==> src/rtl/bp_pkg.sv <==
// Shared branch-predictor definitions: widths, BTB encodings and resolve-stage opcodes.
package bp_pkg;

    localparam int unsigned WORD_SIZE   = 16;
    localparam int unsigned IDX_W       = 8;
    localparam int unsigned TAG_W       = 8;
    localparam int unsigned QDEPTH      = 4;
    localparam int unsigned BTB_ENTRIES = 1 << IDX_W;
    localparam int unsigned QPTR_W      = $clog2(QDEPTH);
    localparam int unsigned QCNT_W      = $clog2(QDEPTH + 1);
    localparam int unsigned OPC_W       = 4;

    localparam logic [WORD_SIZE-1:0] BTB_INVALID_TARGET = 16'hFFFF;
    localparam logic [TAG_W-1:0]     BTB_INVALID_TAG    = 8'h00;

    // Control-flow opcodes as decoded by the resolve stage
    localparam logic [OPC_W-1:0] OP_BNE = 4'h0;
    localparam logic [OPC_W-1:0] OP_BEQ = 4'h1;
    localparam logic [OPC_W-1:0] OP_BGZ = 4'h2;
    localparam logic [OPC_W-1:0] OP_BLZ = 4'h3;
    localparam logic [OPC_W-1:0] OP_JMP = 4'h9;

    typedef struct packed {
        logic [TAG_W-1:0]     tag;
        logic [WORD_SIZE-1:0] target;
    } btb_entry_t;

    typedef struct packed {
        logic [IDX_W-1:0] index;
        btb_entry_t       entry;
    } btb_wr_t;

    typedef enum logic [0:0] {
        ST_INIT = 1'b0,
        ST_RUN  = 1'b1
    } upd_state_e;

    // Sequential next PC; wraps modulo 2^WORD_SIZE
    function automatic logic [WORD_SIZE-1:0] fallthrough_pc(input logic [WORD_SIZE-1:0] pc);
        return WORD_SIZE'(pc + WORD_SIZE'(1));
    endfunction

endpackage

==> src/rtl/btb_write_fifo.sv <==
// Show-ahead write queue for BTB updates with in-place tail overwrite.
// head_nxt/count_nxt give the values that will be current after the next edge,
// so the consumer can register its outputs without adding latency.
module btb_write_fifo
    import bp_pkg::*;
(
    input  logic              clk,
    input  logic              reset,
    input  logic              push,
    input  logic              overwrite,
    input  logic              pop,
    input  btb_wr_t           wr_data,
    output btb_wr_t           head_nxt,
    output logic [IDX_W-1:0]  tail_index,
    output logic [QCNT_W-1:0] count,
    output logic [QCNT_W-1:0] count_nxt
);

    btb_wr_t           mem [QDEPTH];
    logic [QPTR_W-1:0] rd_ptr;
    logic [QPTR_W-1:0] wr_ptr;
    logic [QPTR_W-1:0] tail_ptr;
    logic [QPTR_W-1:0] rd_ptr_nxt;

    assign tail_ptr   = QPTR_W'(wr_ptr - QPTR_W'(1));
    assign tail_index = mem[tail_ptr].index;
    assign rd_ptr_nxt = QPTR_W'(rd_ptr + QPTR_W'(pop));
    assign count_nxt  = QCNT_W'(count + QCNT_W'(push) - QCNT_W'(pop));

    // Look-ahead head: forward write data when it lands in the next head slot
    always_comb begin
        head_nxt = mem[rd_ptr_nxt];
        if ((push && (wr_ptr == rd_ptr_nxt)) || (overwrite && (tail_ptr == rd_ptr_nxt))) begin
            head_nxt = wr_data;
        end
    end

    // Pointer and occupancy registers
    always_ff @(posedge clk or posedge reset) begin
        if (reset) begin
            rd_ptr <= '0;
            wr_ptr <= '0;
            count  <= '0;
        end else begin
            rd_ptr <= rd_ptr_nxt;
            if (push) begin
                wr_ptr <= QPTR_W'(wr_ptr + QPTR_W'(1));
            end
            count <= count_nxt;
        end
    end

    // Storage array; contents are qualified by count so no reset is needed
    always_ff @(posedge clk) begin
        if (push) begin
            mem[wr_ptr] <= wr_data;
        end else if (overwrite) begin
            mem[tail_ptr] <= wr_data;
        end
    end

endmodule

==> src/rtl/btb_update_unit.sv <==
// Branch-resolve write side: misprediction flush, counter update strobe and
// queued BTB writes, preceded by a full BTB invalidation sweep after reset.
module btb_update_unit
    import bp_pkg::*;
(
    input  logic                       clk,
    input  logic                       reset,
    input  logic                       res_valid,
    input  logic                       res_is_branch,
    input  logic [WORD_SIZE-1:0]       res_PC,
    input  logic                       res_taken,
    input  logic [WORD_SIZE-1:0]       res_target,
    input  logic [WORD_SIZE-1:0]       res_pred_PC,
    output logic                       res_ready,
    output logic                       flush,
    output logic [WORD_SIZE-1:0]       correct_PC,
    output logic                       ctr_update,
    output logic                       ctr_taken,
    output logic                       btb_we,
    input  logic                       btb_wready,
    output logic [IDX_W-1:0]           btb_index,
    output logic [TAG_W+WORD_SIZE-1:0] btb_wdata,
    output logic                       init_done
);

    upd_state_e                 state;
    upd_state_e                 state_nxt;
    logic [IDX_W-1:0]           sweep_idx;
    logic [IDX_W-1:0]           sweep_idx_nxt;

    logic                       sweep_fire;
    logic                       accept;
    logic                       wr_req;
    logic                       coalesce;
    logic                       fifo_push;
    logic                       fifo_ovw;
    logic                       fifo_pop;
    logic [WORD_SIZE-1:0]       actual_pc;
    btb_wr_t                    push_data;
    btb_wr_t                    head_nxt;
    logic [IDX_W-1:0]           tail_index;
    logic [QCNT_W-1:0]          count;
    logic [QCNT_W-1:0]          count_nxt;

    logic                       res_ready_d;
    logic                       flush_d;
    logic [WORD_SIZE-1:0]       correct_pc_d;
    logic                       ctr_update_d;
    logic                       ctr_taken_d;
    logic                       btb_we_d;
    logic [IDX_W-1:0]           btb_index_d;
    logic [TAG_W+WORD_SIZE-1:0] btb_wdata_d;
    logic                       init_done_d;

    // Resolve decode: acceptance, actual next PC and queue controls
    always_comb begin
        sweep_fire       = (state == ST_INIT) && btb_we && btb_wready;
        fifo_pop         = (state == ST_RUN) && btb_we && btb_wready;
        accept           = res_valid && res_ready;
        actual_pc        = res_taken ? res_target : fallthrough_pc(res_PC);
        wr_req           = accept && res_taken;
        // Merging only with a tail that is not also the presented head
        coalesce         = (count >= QCNT_W'(2)) && (tail_index == res_PC[IDX_W-1:0]);
        fifo_push        = wr_req && !coalesce;
        fifo_ovw         = wr_req && coalesce;
        push_data        = '0;
        push_data.index  = res_PC[IDX_W-1:0];
        push_data.entry.tag    = res_PC[WORD_SIZE-1 -: TAG_W];
        push_data.entry.target = res_target;
    end

    btb_write_fifo u_fifo (
        .clk        (clk),
        .reset      (reset),
        .push       (fifo_push),
        .overwrite  (fifo_ovw),
        .pop        (fifo_pop),
        .wr_data    (push_data),
        .head_nxt   (head_nxt),
        .tail_index (tail_index),
        .count      (count),
        .count_nxt  (count_nxt)
    );

    // FSM state and sweep index register
    always_ff @(posedge clk or posedge reset) begin
        if (reset) begin
            state     <= ST_INIT;
            sweep_idx <= '0;
        end else begin
            state     <= state_nxt;
            sweep_idx <= sweep_idx_nxt;
        end
    end

    // Next state: leave INIT once the last BTB index has been written
    always_comb begin
        state_nxt     = state;
        sweep_idx_nxt = sweep_idx;
        if (sweep_fire) begin
            sweep_idx_nxt = IDX_W'(sweep_idx + IDX_W'(1));
            if (sweep_idx == IDX_W'(BTB_ENTRIES - 1)) begin
                state_nxt = ST_RUN;
            end
        end
    end

    // Output next values, derived from the post-edge state and queue
    always_comb begin
        flush_d      = accept && (actual_pc != res_pred_PC);
        correct_pc_d = accept ? actual_pc : '0;
        ctr_update_d = accept && res_is_branch;
        ctr_taken_d  = accept && res_is_branch && res_taken;
        btb_we_d     = 1'b0;
        btb_index_d  = '0;
        btb_wdata_d  = '0;
        res_ready_d  = 1'b0;
        init_done_d  = 1'b0;
        if (state_nxt == ST_INIT) begin
            btb_we_d    = 1'b1;
            btb_index_d = sweep_idx_nxt;
            btb_wdata_d = {BTB_INVALID_TAG, BTB_INVALID_TARGET};
        end else begin
            init_done_d = 1'b1;
            res_ready_d = (count_nxt < QCNT_W'(QDEPTH));
            if (count_nxt != '0) begin
                btb_we_d    = 1'b1;
                btb_index_d = head_nxt.index;
                btb_wdata_d = head_nxt.entry;
            end
        end
    end

    // Output registers
    always_ff @(posedge clk or posedge reset) begin
        if (reset) begin
            res_ready  <= 1'b0;
            flush      <= 1'b0;
            correct_PC <= '0;
            ctr_update <= 1'b0;
            ctr_taken  <= 1'b0;
            btb_we     <= 1'b0;
            btb_index  <= '0;
            btb_wdata  <= '0;
            init_done  <= 1'b0;
        end else begin
            res_ready  <= res_ready_d;
            flush      <= flush_d;
            correct_PC <= correct_pc_d;
            ctr_update <= ctr_update_d;
            ctr_taken  <= ctr_taken_d;
            btb_we     <= btb_we_d;
            btb_index  <= btb_index_d;
            btb_wdata  <= btb_wdata_d;
            init_done  <= init_done_d;
        end
    end

endmodule
==> config.mk <==
export PLATFORM = sky130hd
export DESIGN_NAME = btb_update_unit
export DESIGN_NICKNAME = d
export VERILOG_FILES = /design/src/rtl/bp_pkg.sv /design/src/rtl/btb_write_fifo.sv /design/src/rtl/btb_update_unit.sv
export SDC_FILE = /design/constraint.sdc
export NUM_CORES = 1
export LEC_CHECK = 0
export CORE_ASPECT_RATIO = 1.4
export CORE_MARGIN = 2
export CORE_UTILIZATION = 45
export CTS_BUF_LIST = sky130_fd_sc_hd__clkbuf_8
export DETAILED_ROUTE_END_ITERATION = 7
export GPL_ROUTABILITY_DRIVEN = 0
export HOLD_SLACK_MARGIN = 0.1
export PLACE_DENSITY = 0.72
export SYNTH_ARGS = -nofsm -noshare
export SYNTH_HDL_FRONTEND = slang
export SYNTH_SLANG_ARGS = --single-unit
==> constraint.sdc <==
create_clock -name clk -period 5.2 [get_ports clk]
set_input_delay 0.52 -clock clk [delete_from_list [all_inputs] [get_ports clk]]
set_output_delay 0.52 -clock clk [all_outputs]
set_load 0.1 [all_outputs]
Word-level counts from Yosys, hierarchy flattened:

Memories as Yosys holds them, arrays and structs flattened.
Cells that the tools add are included.

* input bits: 54
* latch bits: 0
* memories kept: 1
* output and inout bits: 54
* register bits after elaboration: 70
* bits in read-only memories: 0
* memory bits (writable): 128
* logic and storage cells: 70

* multiply operators: 0
* equality and inequality tests: 5
* div/mod/pow operators: 0
* muxes and demuxes: 22
* reduce and logical (&&, ||, !) cells: 18
* shift operators: 0
* bitwise gates (word level): 1
* $add $sub $neg: 7
* $lt $le $gt $ge: 2

Memory list
* u_fifo.mem: words 4, bits a word 32, rd ports 2, clocked after memory_dff 0, write ports 1, RTL line btb_write_fifo.sv:19 `btb_wr_t mem [QDEPTH];`

Operators by type and width (number)
* 2-to-1 mux 32 bit: 2
* 2-to-1 mux 24 bit: 2
* 2-to-1 mux 16 bit: 2
* OR reduction 32 bit: 1
* 2-to-1 mux 8 bit: 3
* adder 16 x 1 -> 16 bit (second input constant): 1
* != test 16 bit: 1
* logical AND 1 bit: 14
* 2-to-1 mux 1 bit: 12
* adder 8 x 1 -> 8 bit (second input constant): 1
* == test 8 bit: 1
* == test 8 bit (second input constant): 1
* == test 2 bit: 2
* adder 3 x 1 -> 3 bit: 1
* greater-or-equal comparator 3 x 2 -> 1 bit (second input constant): 1
* less-than comparator 3 bit (second input constant): 1
* nonzero test 3 bit: 1
* subtractor 3 x 1 -> 3 bit: 1
* adder 2 x 1 -> 2 bit: 1
* adder 2 x 1 -> 2 bit (second input constant): 1
* 2-to-1 mux 2 bit: 1
* subtractor 2 x 1 -> 2 bit (second input constant): 1
* logical NOT 1 bit: 1
* logical OR 1 bit: 1
* inverter 1 bit: 1

Longest topological paths before layout:

Gate-level depths: netlist of the first run.
An unclocked memory read counts as a cell.

* depth in word-level cells: 11
* mapped depth: 18
* mapped depth without buffers: 14

By module:

Synthesis of the first run repeated with hierarchy kept, for this count alone.

* cells, all modules: 624
* area total of the unflattened synthesis: 9042.4 um^2

Modules (own cells, without submodules)
* btb_write_fifo: instances 1, sequential area each 4018.9 um^2, cells an instance 252, area an instance 5620.4 um^2
* btb_update_unit: instances 1, sequential area each 1551.5 um^2, cells an instance 372, area an instance 3422.0 um^2

Worst setup path after synthesis of the first run:

OpenSTA, ideal clock, no wires.

* path type: input to register
* start point: input res_PC[2]
* end point: memory u_fifo.mem[1][0] (netlist bit) (enable)
* library setup time: 0.432 ns
* data required time: 4.768 ns
* setup slack: 1.035 ns
* stages: 8
* data arrival time: 3.733 ns
* path buffers: 2
* cells stage by stage: clkbuf_1 > xnor2_1 > nor4_1 > o2111ai_1 > or2_2 > clkbuf_1 > or3_1 > a21oi_1

* cells in the longest elaborated chain, start to end: 8
* elaborated cells between the ends (all ways): 13
* classes of those cells: 1 x eq/ne; 7 x mux; 5 x reduce/logical

Ends and longest elaborated chain
* start: declaration: RTL line btb_update_unit.sv:10 `input logic [WORD_SIZE-1:0] res_PC,`
* == test 8 bit *: RTL line btb_update_unit.sv:63 `coalesce = (count >= QCNT_W'(2)) && (tail_index == res_PC[IDX_W-1:0]);`
* logical AND 1 bit *: RTL line btb_update_unit.sv:63
* logical AND 1 bit or logical NOT 1 bit (tied branches): RTL line btb_update_unit.sv:65, btb_update_unit.sv:64
* 2-to-1 mux 1 bit or logical AND 1 bit (tied branches): RTL line btb_write_fifo.sv:57, btb_update_unit.sv:64
* 2-to-1 mux 1 bit: RTL line btb_write_fifo.sv:55 `if (push) begin`
* 2-to-1 mux 1 bit (not written as such): RTL line btb_write_fifo.sv:58 `mem[tail_ptr] <= wr_data;`
* OR reduction 32 bit (no source line)
* 2-to-1 mux 2 bit (no source line) or 2-to-1 mux 1 bit (tied branches)
* end: declaration: RTL line btb_write_fifo.sv:19

Mark *: on every way between the ends. The rest lies on a longest branch, timed or not.

Worst setup path in the final report of the first run:

* start point: register u_fifo.wr_ptr[1]
* end point: register btb_index[4]

* cells in the longest elaborated chain, start to end: 11
* elaborated cells between the ends (all ways): 18
* classes of those cells: 3 x add/sub; 3 x eq/ne; 3 x mux; 8 x reduce/logical; 1 x memory

Ends and longest elaborated chain
* start: declaration: RTL line btb_write_fifo.sv:21 `logic [QPTR_W-1:0] wr_ptr;`
* start signal: assignment: RTL line btb_write_fifo.sv:47 `wr_ptr <= QPTR_W'(wr_ptr + QPTR_W'(1));`
* subtractor 2 x 1 -> 2 bit: RTL line btb_write_fifo.sv:25 `assign tail_ptr = QPTR_W'(wr_ptr - QPTR_W'(1));`
* memory read (4 x 32 bit)
* == test 8 bit: RTL line btb_update_unit.sv:63
* logical AND 1 bit: RTL line btb_update_unit.sv:63
* logical NOT 1 bit: RTL line btb_update_unit.sv:64 `fifo_push = wr_req && !coalesce;`
* logical AND 1 bit: RTL line btb_update_unit.sv:64
* via fifo_push: RTL line btb_update_unit.sv:35 `logic fifo_push;`
* adder 3 x 1 -> 3 bit: RTL line btb_write_fifo.sv:28 `assign count_nxt = QCNT_W'(count + QCNT_W'(push) - QCNT_W'(pop));`
* subtractor 3 x 1 -> 3 bit: RTL line btb_write_fifo.sv:28
* via count_nxt[2]: RTL line btb_update_unit.sv:43 `logic [QCNT_W-1:0] count_nxt;`
* nonzero test 3 bit: RTL line btb_update_unit.sv:126 `if (count_nxt != '0) begin`
* 2-to-1 mux 8 bit: RTL line btb_update_unit.sv:126
* 2-to-1 mux 8 bit: RTL line btb_update_unit.sv:119 `if (state_nxt == ST_INIT) begin`
* via btb_index_d[4]: RTL line btb_update_unit.sv:51 `logic [IDX_W-1:0] btb_index_d;`
* end signal: assignment: RTL line btb_update_unit.sv:153 `btb_index <= btb_index_d;`
* end: declaration: RTL line btb_update_unit.sv:21 `output logic [IDX_W-1:0] btb_index,`

The timed path passes the listed nets, and every way through them passes these cells.
A chain may end at the register's enable or synchronous reset.

==> impl_metrics.tcl, run 1 <==
set metrics [dict create \
    outcome "finished, final reports clean" \
    clock_path_buffers 2 \
    globalRouteMet2Util 0.368 \
    syn_area_sq_mm 0.00870 \
    report.final.slew_viol_count 0 \
    path_max_fanout 21 \
    initialDrtViolationCount 463 \
    pre_cts_ws_ns 0.394 \
    vias_per_cell 5.98 \
    total_leakage_power_nw 3.67 \
    utilization_after_layout 0.548 \
    yosysWarningCount 0 \
    wire_length_of_the_first_global_routing_pass_microns 33200 \
    synth.avg_cell_area_sq_um 14.6 \
    design.core.area_sq_mm 0.0191 \
    p_int_mw 2.25 \
    timing.critical_path.to_type "register" \
    power_switching_uw 966 \
    synth_top_cells_by_area "sky130_fd_sc_hd__edfxtp_1 (44%), sky130_fd_sc_hd__dfrtp_1 (20%), sky130_fd_sc_hd__mux4_2 (9.3%)" \
    grt_antenna_before_repair 0 \
    htree_levels 4 \
    synthFlopType "sky130_fd_sc_hd__edfxtp_1" \
    synth_enable_flop_cells 128 \
    syn_to_final_growth_pct 20.1 \
    clkTransAtPathRegs_ns 0.12 \
    detailedPlacementHpwl_microns 14200 \
    drv.max_cap_violation_count 0 \
    finalSetupViolations 0 \
    post-cts-setup-buffer-count 0 \
    number_of_detailed_routing_iterations_run_before_antenna_repair 5 \
    die_area_sq_mm 0.0205 \
    path_class "reg2reg" \
    synthCells 595 \
    share_seq_of_total_power 0.548 \
    timing_worst_slew_pin_value_ns 1.07 \
    ir_worst_vdd_v 0.000204 \
    number_of_global_route_vias_before_repair 5838 \
    pwr-share-comb 0.157 \
    grt_start_max_net_pins 70 \
    post_synth_top_area_cell "sky130_fd_sc_hd__edfxtp_1" \
    via_count 5719 \
    cts_buffers 17 \
    finish.net_count 756 \
    cell_class_contributing_the_biggest_share_of_worst_path_delay "simple AND/OR/NAND/NOR gates" \
    numPortBuffers 107 \
    relSlewSlack 0.286 \
    cts-hold-fix-buffers 0 \
    final.setup.tns_ns 0 \
    grt-busiest-layer "met2" \
    cts-resized-gates 0 \
    wirelength_microns 21500 \
    top_level_ports 108 \
    grt_setup_unrepaired "no" \
    final_setup_slack_of_the_worst_path_ns 0.465 \
    fmax_ghz 0.211 \
    vertical_die_dimension_microns 169 \
    async_set_or_reset_flop_fraction_in_the_synthesized_netlist 0.350 \
    tritoncts_clock_tree "done" \
    cpPeakStageDelay_ns 0.92 \
    final_cell_mix "sky130_fd_sc_hd__edfxtp_1 (128), sky130_fd_sc_hd__clkdlybuf4s50_1 (107), sky130_fd_sc_hd__dfrtp_1 (69), sky130_fd_sc_hd__xnor2_1 (39), sky130_fd_sc_hd__mux4_2 (36)" \
    layout.cells.most_common "sky130_fd_sc_hd__edfxtp_1" \
    globalRouteOverflowTotal 0 \
    cts.sink_count 197 \
    clock_latency_ns 0.47 \
    synth.yosys.seq_area_share 0.640 \
    critical_path_buf_inv_count 0 \
    crit_path_cell_trace "mux2i_1 -> xnor2_1 -> nor4_1 -> o2111ai_1 -> or2_2 -> and2_1 -> ha_1 -> fa_1 -> xnor2_1 -> or3_1 -> and2_1 -> nand2_1 -> a21oi_1 -> a311o_1" \
    drc 0 \
    cts_root_buffer "sky130_fd_sc_hd__clkbuf_8" \
    ant_nets 0 \
    synth.lib_cells_used.distinct 49 \
    std_cell_rows 60 \
    synth_top_cell_area_share 0.442 \
    timing_hold_violations_final 0 \
    skew_ns 0.0256 \
    hold_path_class "reg2reg" \
    layout-drive-gt1-share 0.133 \
    power.share.switching 0.300 \
    die_w_microns 122 \
    power_density_mw_per_mm2 308 \
    critPathRequiredTime_ns 5.56 \
    yosys_register_bits 197 \
    routedWlPerCell_microns 22.5 \
    critical-path-slowest-cell "sky130_fd_sc_hd__dfrtp_1" \
    timing.critical_path.arrival_ns 5.10 \
    globalRouteMet3Util 0.0296 \
    grtUsageMet1 0.278 \
    setup.worst_path.start_class "register" \
    track_usage 0.216 \
    fillCellCount 1572 \
    synth_nets 656 \
    final_period_util 0.911 \
    layout_min_cycle_time_ns 4.73 \
    final_hold_slack_ns 0.511 \
    initial_core_util 0.456 \
    power_share_of_the_clock_group 0.295 \
    antenna-diode-count 0 \
]
-- state kept, by name (all words and copies together), names as in the netlist --
name,flops
ctr_update,1
btb_we,1
btb_wdata,24
flush,1
u_fifo.count,3
res_ready,1
sweep_idx,8
u_fifo.mem,128
u_fifo.wr_ptr,2
correct_PC,16
ctr_taken,1
btb_index,8
u_fifo.rd_ptr,2
init_done,1
-- cell usage after synthesis, types with 4 or more instances --
master / n
sky130_fd_sc_hd__nor2_1: 23
sky130_fd_sc_hd__inv_1: 15
sky130_fd_sc_hd__xor2_1: 12
sky130_fd_sc_hd__edfxtp_1: 128
sky130_fd_sc_hd__o21a_1: 11
sky130_fd_sc_hd__or3_1: 4
sky130_fd_sc_hd__nand2_1: 33
sky130_fd_sc_hd__and3_1: 18
sky130_fd_sc_hd__a311o_1: 21
sky130_fd_sc_hd__or4_1: 4
sky130_fd_sc_hd__nand2b_1: 4
sky130_fd_sc_hd__dfrtp_1: 69
sky130_fd_sc_hd__buf_2: 5
sky130_fd_sc_hd__a31oi_1: 4
sky130_fd_sc_hd__and2_1: 8
sky130_fd_sc_hd__a21oi_1: 36
sky130_fd_sc_hd__ha_1: 6
sky130_fd_sc_hd__nor4_1: 5
sky130_fd_sc_hd__nand3_1: 14
sky130_fd_sc_hd__mux4_2: 36
sky130_fd_sc_hd__mux2i_1: 16
sky130_fd_sc_hd__buf_1: 4
sky130_fd_sc_hd__nand4_1: 5
sky130_fd_sc_hd__clkbuf_1: 32
sky130_fd_sc_hd__nor3_1: 8
sky130_fd_sc_hd__xnor2_1: 39
-- routing by layer --
metal	part of all wire	routed length (microns)
met1	0.38	8220
met2	0.52	11100
met3	0.067	1430
met4	0.035	742
met5	0	0
-- final timing paths --
check / from / to / slack [ns] / depth (start not counted)
min in group asynchronous: reset / btb_wdata[12]$_DFF_PP0_ / 0.65 / 3
hold / removal: sweep_idx[6]$_DFF_PP0_ / sweep_idx[6]$_DFF_PP0_ / 0.51 / 1
hold reg to reg: sweep_idx[6]$_DFF_PP0_ / sweep_idx[6]$_DFF_PP0_ / 0.51 / 1
max in group asynchronous: reset / btb_wdata[23]$_DFF_PP0_ / 3.94 / 3
setup / recovery: u_fifo.wr_ptr[1]$_DFFE_PP0P_ / btb_index[4]$_DFF_PP0_ / 0.47 / 14
setup reg to reg: u_fifo.wr_ptr[1]$_DFFE_PP0P_ / btb_index[4]$_DFF_PP0_ / 0.47 / 14
-- logic make-up after synthesis --
group | after synthesis | share of synthesized area
compound gates | 92 | 0.0754
xor+xnor | 52 | 0.0532
fa+ha+maj | 7 | 0.0109
buf+inv | 58 | 0.0262
flops | 197 | 0.640
mux | 54 | 0.114
simple gates | 135 | 0.0798
-- metrics by stage --
step	power, mW	std cells	instance area (sq um)
after floorplan	2.12	595	8700
final	3.21	956	10400
after CTS	3.23	956	10400
after global routing	3.33	956	10400
after detailed placement	2.30	924	10100
after global placement	2.29	924	10100
-- power by group through the flow --
stage,combinational [mW],clock [mW],sequential (mW)
2_1_floorplan,0.146,0,1.97
3_3_place_gp,0.494,0,1.79
3_5_place_dp,0.502,0,1.80
4_1_cts,0.504,0.967,1.76
5_1_grt,0.531,1.03,1.77
6_report,0.503,0.949,1.76
-- area by class of cell --
class	count	area, sq um	share of cell area
repair buffers	123	1190	0.114
inverters	16	60.1	0.00575
clock buffers	17	234	0.0224
clock inverters	15	161	0.0154
well taps	248	310	0.0297
multi-input cells	340	2920	0.280
flip-flops and latches	197	5570	0.533
Power figures use the tool's default switching activity.
==> run 2, diff against run 1 <==
--- a/config.mk
+++ b/config.mk
@@ -5,6 +5,7 @@
 export SDC_FILE = /design/constraint.sdc
 export NUM_CORES = 1
 export LEC_CHECK = 0
+export ABC_AREA = 1
 export CORE_ASPECT_RATIO = 1.4
 export CORE_MARGIN = 2
 export CORE_UTILIZATION = 45
@@ -16,3 +17,4 @@
 export SYNTH_ARGS = -nofsm -noshare
 export SYNTH_HDL_FRONTEND = slang
 export SYNTH_SLANG_ARGS = --single-unit
+export TNS_END_PERCENT = 5
==> run 2 against run 1 <==
Against the previous run:
- via count rose by 23%
- non-clock buffer count unchanged
- global-route usage increased by 1.1 points
- core utilization hardly changed
- sequential share of layout area decreased by 1.9 points
- first-iteration DRC count up 8.2%
- setup slack gained 0.40 ns
- power rose by 0.48%
==> impl_metrics.tcl, run 2 <==
set metrics [dict create \
    outcome "finished, final reports clean" \
    post-cts-setup-buffer-count 0 \
    grt-busiest-layer "met2" \
    synth.lib_cells_used.distinct 36 \
    post_synth_top_area_cell "sky130_fd_sc_hd__edfxtp_1" \
    ir_worst_vdd_v 0.000192 \
    synth_top_cells_by_count "sky130_fd_sc_hd__nand2_1 (274), sky130_fd_sc_hd__edfxtp_1 (128), sky130_fd_sc_hd__nor2_1 (123)" \
    number_of_detailed_routing_iterations_run_before_antenna_repair 5 \
    final_setup_slack_of_the_worst_path_ns 0.861 \
    detailedPlacementHpwl_microns 15100 \
    top_level_ports 108 \
    relSlewSlack 0.340 \
    layout_min_cycle_time_ns 4.34 \
    antenna-diode-count 0 \
    clkTransAtPathRegs_ns 0.10 \
    power_share_of_the_clock_group 0.303 \
    layout.cells.most_common "sky130_fd_sc_hd__nand2_1" \
    design.core.area_sq_mm 0.0198 \
    globalRouteOverflowTotal 0 \
    grt_setup_unrepaired "no" \
    std_cell_rows 61 \
    timing_worst_slew_pin_value_ns 0.987 \
    cts-resized-gates 0 \
    layoutNonFillerInstCount 1334 \
    yosysWarningCount 0 \
    setup.worst_path.start_class "register" \
    path_class "reg2reg" \
    dpl.cell_count 1303 \
    initialDrtViolationCount 501 \
    cell_class_contributing_the_biggest_share_of_worst_path_delay "simple AND/OR/NAND/NOR gates" \
    worstReg2RegEnd "btb_wdata[14]$_DFF_PP0_" \
    synth.avg_cell_area_sq_um 9.35 \
    globalRouteMet2Util 0.389 \
    syn_area_sq_mm 0.00904 \
    crit_path_cell_trace "inv_2 -> nand2_1 -> nand2_4 -> inv_4 -> nand2_1 -> nand3_1 -> nand2_1 -> nor2_1 -> nand2_1 -> nor2_4 -> nand2_1 -> nand2_1 -> inv_1 -> ha_1 -> fa_1 -> xnor2_1 -> nor3_1 -> inv_1 -> nand3_1 -> nand2_1" \
    cts_root_buffer "sky130_fd_sc_hd__clkbuf_8" \
    routedWlPerCell_microns 17.0 \
    tritoncts_clock_tree "done" \
    synthFlopType "sky130_fd_sc_hd__edfxtp_1" \
    cts.sink_count 197 \
    htree_levels 4 \
    p_int_mw 2.27 \
    total_power_mw 3.23 \
    finalSetupViolations 0 \
    largest_reg_flops 128 \
    path_max_fanout 22 \
    cp-endpoint "btb_wdata[14]$_DFF_PP0_" \
    finish.net_count 1131 \
    track_usage 0.227 \
    vertical_die_dimension_microns 172 \
    hold_path_class "reg2reg" \
    via_count 7044 \
    synth_enable_flop_cells 128 \
    final_hold_slack_ns 0.509 \
    synth.yosys.seq_area_share 0.616 \
    fmax_ghz 0.230 \
    critPathRequiredTime_ns 5.55 \
    crit_path_frequent_cell "sky130_fd_sc_hd__nand2_1" \
    report.final.slew_viol_count 0 \
    ant_nets 0 \
    cts-hold-fix-buffers 0 \
    yosys_register_bits 197 \
    critical-path-slowest-cell "sky130_fd_sc_hd__dfrtp_1" \
    final.setup.tns_ns 0 \
    skew_ns 0.0189 \
    syn_to_final_growth_pct 19.8 \
    final_cell_mix "sky130_fd_sc_hd__nand2_1 (274), sky130_fd_sc_hd__edfxtp_1 (128), sky130_fd_sc_hd__nor2_1 (119), sky130_fd_sc_hd__clkdlybuf4s50_1 (107), sky130_fd_sc_hd__nand3_1 (93)" \
    drv.max_cap_violation_count 0 \
    number_of_global_route_vias_before_repair 7047 \
    clock_latency_ns 0.49 \
    numPortBuffers 107 \
    die_area_sq_mm 0.0212 \
    grtUsageMet1 0.277 \
    die_w_microns 124 \
    pre_cts_ws_ns 0.980 \
    timing_hold_violations_final 0 \
    top_regs "u_fifo.mem x128, btb_wdata x24, correct_PC x16" \
    synthCells 966 \
    synth_top_cell_area_share 0.425 \
    timing.critical_path.to_type "register" \
    wire_length_of_the_first_global_routing_pass_microns 36200 \
    total_leakage_power_nw 4.51 \
    cp_num_cells 20 \
    largest-register "u_fifo.mem" \
    vias_per_cell 5.28 \
    grt_start_max_net_pins 70 \
    grt_antenna_before_repair 0 \
    layout-drive-gt1-share 0.0601 \
    power_switching_uw 963 \
    pwr-share-comb 0.154 \
    async_set_or_reset_flop_fraction_in_the_synthesized_netlist 0.350 \
    critPathLaunch "u_fifo.wr_ptr[0]$_DFFE_PP0P_" \
    synth_nets 1027 \
    power.share.switching 0.298 \
    cts_buffers 17 \
    power_density_mw_per_mm2 298 \
    critical_path_buf_inv_count 4 \
    wirelength_microns 22700 \
    timing.critical_path.arrival_ns 4.69 \
    final_period_util 0.834 \
    drc 0 \
    share_seq_of_total_power 0.543 \
    initial_core_util 0.457 \
    clock_path_buffers 2 \
    cpPeakStageDelay_ns 0.83 \
    synth_top_cells_by_area "sky130_fd_sc_hd__edfxtp_1 (43%), sky130_fd_sc_hd__dfrtp_1 (19%), sky130_fd_sc_hd__nand2_1 (11%)" \
    setup.reg_to_reg.worst_slack_ns 0.86 \
    globalRouteMet3Util 0.0474 \
    cell_depth_of_the_worst_flop_to_flop_path 20 \
    yosys.cell_count.top_type "sky130_fd_sc_hd__nand2_1" \
    r2r-start "u_fifo.wr_ptr[0]$_DFFE_PP0P_" \
]
[run 2: cell type report]
| cell class | instances | area [sq um] |
|---|---|---|
| fill | 1704 | 8940 |
| inverter | 76 | 288 |
| timing repair buffer | 123 | 1230 |
| clock buffer | 17 | 234 |
| multi-input combinational | 655 | 3030 |
| clock inverter | 14 | 159 |
| sequential | 197 | 5570 |
| tap | 252 | 315 |
[run 2: per-stage QoR]
step,utilization,cell area [sq um]
2_1_floorplan,-,9040
3_3_place_gp,0.528,10400
3_5_place_dp,0.528,10400
4_1_cts,0.548,10800
5_1_grt,0.548,10800
6_report,0.548,10800
[run 2: kinds of logic after synthesis]
kind of cell,count (synthesis),share of synthesized area
DFF,197,0.616
xor gates and xnor gates,20,0.0194
buffers and inverters,114,0.0503
and+or+nand+nor,510,0.234
AOI/OAI and AO/OA,117,0.0678
adders and majority gates,7,0.0105
muxes,1,0.00125
[run 2: worst min path at each step]
stage	from	endpoint	cells past startpoint
after floorplan	sweep_idx[6]$_DFF_PP0_	sweep_idx[6]$_DFF_PP0_	1
after global placement	sweep_idx[6]$_DFF_PP0_	sweep_idx[6]$_DFF_PP0_	1
after detailed placement	sweep_idx[6]$_DFF_PP0_	sweep_idx[6]$_DFF_PP0_	1
after CTS	sweep_idx[6]$_DFF_PP0_	sweep_idx[6]$_DFF_PP0_	1
after global routing	sweep_idx[6]$_DFF_PP0_	sweep_idx[6]$_DFF_PP0_	1
final	sweep_idx[7]$_DFF_PP0_	sweep_idx[7]$_DFF_PP0_	1
[run 2: power by group through the flow]
| stage | clock (mW) | combinational [mW] | sequential [mW] |
|---|---|---|---|
| floorplan | 0 | 0.138 | 1.99 |
| global placement | 0 | 0.493 | 1.79 |
| detailed placement | 0 | 0.500 | 1.79 |
| CTS | 0.994 | 0.501 | 1.76 |
| global route | 1.05 | 0.534 | 1.76 |
| finish | 0.977 | 0.498 | 1.75 |
[run 2: per-layer routing]
metal | share of wire | wire, microns
met1 | 0.40 | 9010
met2 | 0.51 | 11500
met3 | 0.068 | 1550
met4 | 0.029 | 655
met5 | 0 | 0
[run 2: worst reg2reg max path, stage by stage, from the launching register on]
cell and delay [ns]:
sky130_fd_sc_hd__dfrtp_1 0.83, sky130_fd_sc_hd__inv_2 0.31, sky130_fd_sc_hd__nand2_1 0.21, sky130_fd_sc_hd__nand2_4 0.11
sky130_fd_sc_hd__inv_4 0.13, sky130_fd_sc_hd__nand2_1 0.08, sky130_fd_sc_hd__nand3_1 0.07, sky130_fd_sc_hd__nand2_1 0.06
sky130_fd_sc_hd__nor2_1 0.11, sky130_fd_sc_hd__nand2_1 0.09, sky130_fd_sc_hd__nor2_4 0.14, sky130_fd_sc_hd__nand2_1 0.10
sky130_fd_sc_hd__nand2_1 0.14, sky130_fd_sc_hd__inv_1 0.06, sky130_fd_sc_hd__ha_1 0.21, sky130_fd_sc_hd__fa_1 0.37
sky130_fd_sc_hd__xnor2_1 0.17, sky130_fd_sc_hd__nor3_1 0.33, sky130_fd_sc_hd__inv_1 0.40, sky130_fd_sc_hd__nand3_1 0.21
sky130_fd_sc_hd__nand2_1 0.07
==> run 3, diff against run 2 <==
==> constraint.sdc (replaced) <==
create_clock -name clk -period 4 [get_ports clk]
set_input_delay 0.4 -clock clk [delete_from_list [all_inputs] [get_ports clk]]
set_output_delay 0.4 -clock clk [all_outputs]
set_load 0.1 [all_outputs]
==> run 3 against run 2 <==
Against the previous run:
- clock skew rose by 0.0031 ns
- clock-buffer cell count did not move
- power rose by 28%
- core utilization rose by 0.51 points
- critical path depth did not move
- sequential cell count did not move
- sequential power rose by 30%
- via count rose by 1.5%
- largest power group unchanged
- wire length rose by 1.3%
- global-route usage barely moved
- combinational power rose by 32%
==> impl_metrics.tcl, run 3 (synthesis results as in run 2) <==
set metrics [dict create \
    routedWlPerCell_microns 17.0 \
    grt_antenna_before_repair 1 \
    layout-drive-gt1-share 0.0788 \
    skew_ns 0.0220 \
    path_max_fanout 16 \
    cts_root_buffer "sky130_fd_sc_hd__clkbuf_8" \
    timing_worst_slew_pin_value_ns 0.987 \
    wire_length_of_the_first_global_routing_pass_microns 36000 \
    top_regs "u_fifo.mem x128, btb_wdata x24, correct_PC x16" \
    number_of_detailed_routing_iterations_run_before_antenna_repair 6 \
    largest-register "u_fifo.mem" \
    top_level_ports 108 \
    layout_min_cycle_time_ns 3.70 \
    std_cell_rows 61 \
    via_count 7151 \
    setup.worst_path.start_class "register" \
    clkTransAtPathRegs_ns 0.11 \
    vertical_die_dimension_microns 172 \
    globalRouteOverflowTotal 0 \
    detailedPlacementHpwl_microns 15900 \
    tritoncts_clock_tree "done" \
    timing.critical_path.to_type "register" \
    r2r-start "u_fifo.wr_ptr[1]$_DFFE_PP0P_" \
    outcome "finished, final reports clean" \
    numPortBuffers 107 \
    post-cts-setup-buffer-count 0 \
    layout.cells.most_common "sky130_fd_sc_hd__nand2_1" \
    final_period_util 0.925 \
    number_of_global_route_vias_before_repair 7011 \
    finalSetupViolations 0 \
    ant_nets 0 \
    fmax_ghz 0.270 \
    total_leakage_power_nw 4.60 \
    finish.net_count 1152 \
    syn_to_final_growth_pct 20.9 \
    die_area_sq_mm 0.0212 \
    drv.max_cap_violation_count 0 \
    cts_buffers 17 \
    final_hold_slack_ns 0.339 \
    largest_reg_flops 128 \
    vias_per_cell 5.27 \
    critPathRequiredTime_ns 4.41 \
    timing.critical_path.arrival_ns 4.11 \
    antenna-diode-count 0 \
    path_class "reg2reg" \
    clock_latency_ns 0.48 \
    utilization_after_layout 0.553 \
    grt_setup_unrepaired "no" \
    timing_hold_violations_final 0 \
    wirelength_microns 23000 \
    cts.sink_count 197 \
    die_w_microns 124 \
    relSlewSlack 0.340 \
    final_cell_mix "sky130_fd_sc_hd__nand2_1 (274), sky130_fd_sc_hd__edfxtp_1 (128), sky130_fd_sc_hd__nor2_1 (118), sky130_fd_sc_hd__clkdlybuf4s50_1 (107), sky130_fd_sc_hd__nand3_1 (93)" \
    clock_path_buffers 2 \
    initialDrtViolationCount 677 \
    htree_levels 4 \
    cts-hold-fix-buffers 0 \
    design.core.area_sq_mm 0.0198 \
    cts-resized-gates 0 \
    report.final.slew_viol_count 0 \
    ir_worst_vdd_v 0.000194 \
    grt_start_max_net_pins 44 \
    hold_path_class "in2async" \
    track_usage 0.227 \
    initial_core_util 0.457 \
    critPathLaunch "u_fifo.wr_ptr[1]$_DFFE_PP0P_" \
    drc 0 \
    power_density_mw_per_mm2 378 \
]
-- run 3: cell types whose count changed in the layout (fill, tap and decap cells not counted) --
| cell | delta |
|---|---|
| sky130_fd_sc_hd__inv_8 | +2 |
| sky130_fd_sc_hd__inv_4 | +1 |
| sky130_fd_sc_hd__nor2_2 | +1 |
| sky130_fd_sc_hd__nor2_1 | -1 |
| sky130_fd_sc_hd__clkinv_2 | +1 |
| sky130_fd_sc_hd__buf_12 | -2 |
| sky130_fd_sc_hd__buf_4 | +23 |
| sky130_fd_sc_hd__clkinv_8 | -2 |
| sky130_fd_sc_hd__inv_1 | +1 |
| sky130_fd_sc_hd__clkinv_4 | +3 |
| sky130_fd_sc_hd__inv_6 | -4 |
| sky130_fd_sc_hd__bufinv_16 | -1 |
-- run 3: path summary, 6_finish.rpt --
path                                           endpoint  slack [ns]  cells past startpoint
max in group asynchronous        btb_index[1]$_DFF_PP0_        2.67                      3
worst min-delay path            correct_PC[5]$_DFF_PP0_        0.34                      2
min in group clk                   ctr_update$_DFF_PP0_        0.46                      3
worst max register to register  btb_wdata[16]$_DFF_PP0_        0.30                     20
worst min register to register   sweep_idx[6]$_DFF_PP0_        0.50                      1
worst max-delay path            btb_wdata[16]$_DFF_PP0_        0.30                     20
-- run 3: cell type report --
class                      count  area (sq um)
inverter                      76           288
fill                        1730          8840
clock buffer                  17           234
sequential                   197          5570
timing repair buffer         144          1360
tap                          252           315
multi-input combinational    655          3030
clock inverter                15           125
-- run 3: metal layers --
metal	track usage	up-vias	share of wire
li1	-	3432	-
met1	0.275	3394	0.39
met2	0.397	277	0.52
met3	0.0348	48	0.068
met4	0.0973	0	0.026
met5	0	-	0
-- run 3: power breakdown --
group	switching (mW)	internal, mW
clock	0.737	0.448
combinational	0.464	0.195
sequential	0.0418	2.24
total	1.24	2.89
-- run 3: worst max-delay path: stages, from the launching register on --
cell                      delay, ns
sky130_fd_sc_hd__dfrtp_1       0.46
sky130_fd_sc_hd__inv_1         0.12
sky130_fd_sc_hd__nand2_1       0.13
sky130_fd_sc_hd__nand2_4       0.12
sky130_fd_sc_hd__inv_4         0.13
sky130_fd_sc_hd__nand2_1       0.08
sky130_fd_sc_hd__nand2_1       0.06
sky130_fd_sc_hd__nand2_1       0.05
sky130_fd_sc_hd__nand2_1       0.05
sky130_fd_sc_hd__nand3_1       0.12
sky130_fd_sc_hd__nor2_4        0.21
sky130_fd_sc_hd__nand2_1       0.10
sky130_fd_sc_hd__nand2_1       0.10
sky130_fd_sc_hd__inv_1         0.05
sky130_fd_sc_hd__ha_1          0.21
sky130_fd_sc_hd__fa_1          0.38
sky130_fd_sc_hd__xnor2_1       0.26
sky130_fd_sc_hd__nor3_1        0.13
sky130_fd_sc_hd__nor2_2        0.61
sky130_fd_sc_hd__nand2_1       0.13
sky130_fd_sc_hd__nor2_1        0.12
-- run 3: per-stage QoR --
step	total power [mW]	setup TNS, ns	instances	worst slack, ns	area (sq um)
2_1_floorplan	2.76	0	966	0.0725	9040
3_3_place_gp	2.98	0	1324	0.116	10600
3_5_place_dp	2.99	-0.0537	1324	-0.0178	10600
4_1_cts	4.15	0	1356	0.0139	10900
5_1_grt	4.28	0	1356	0.0216	10900
6_report	4.13	0	1356	0.301	10900
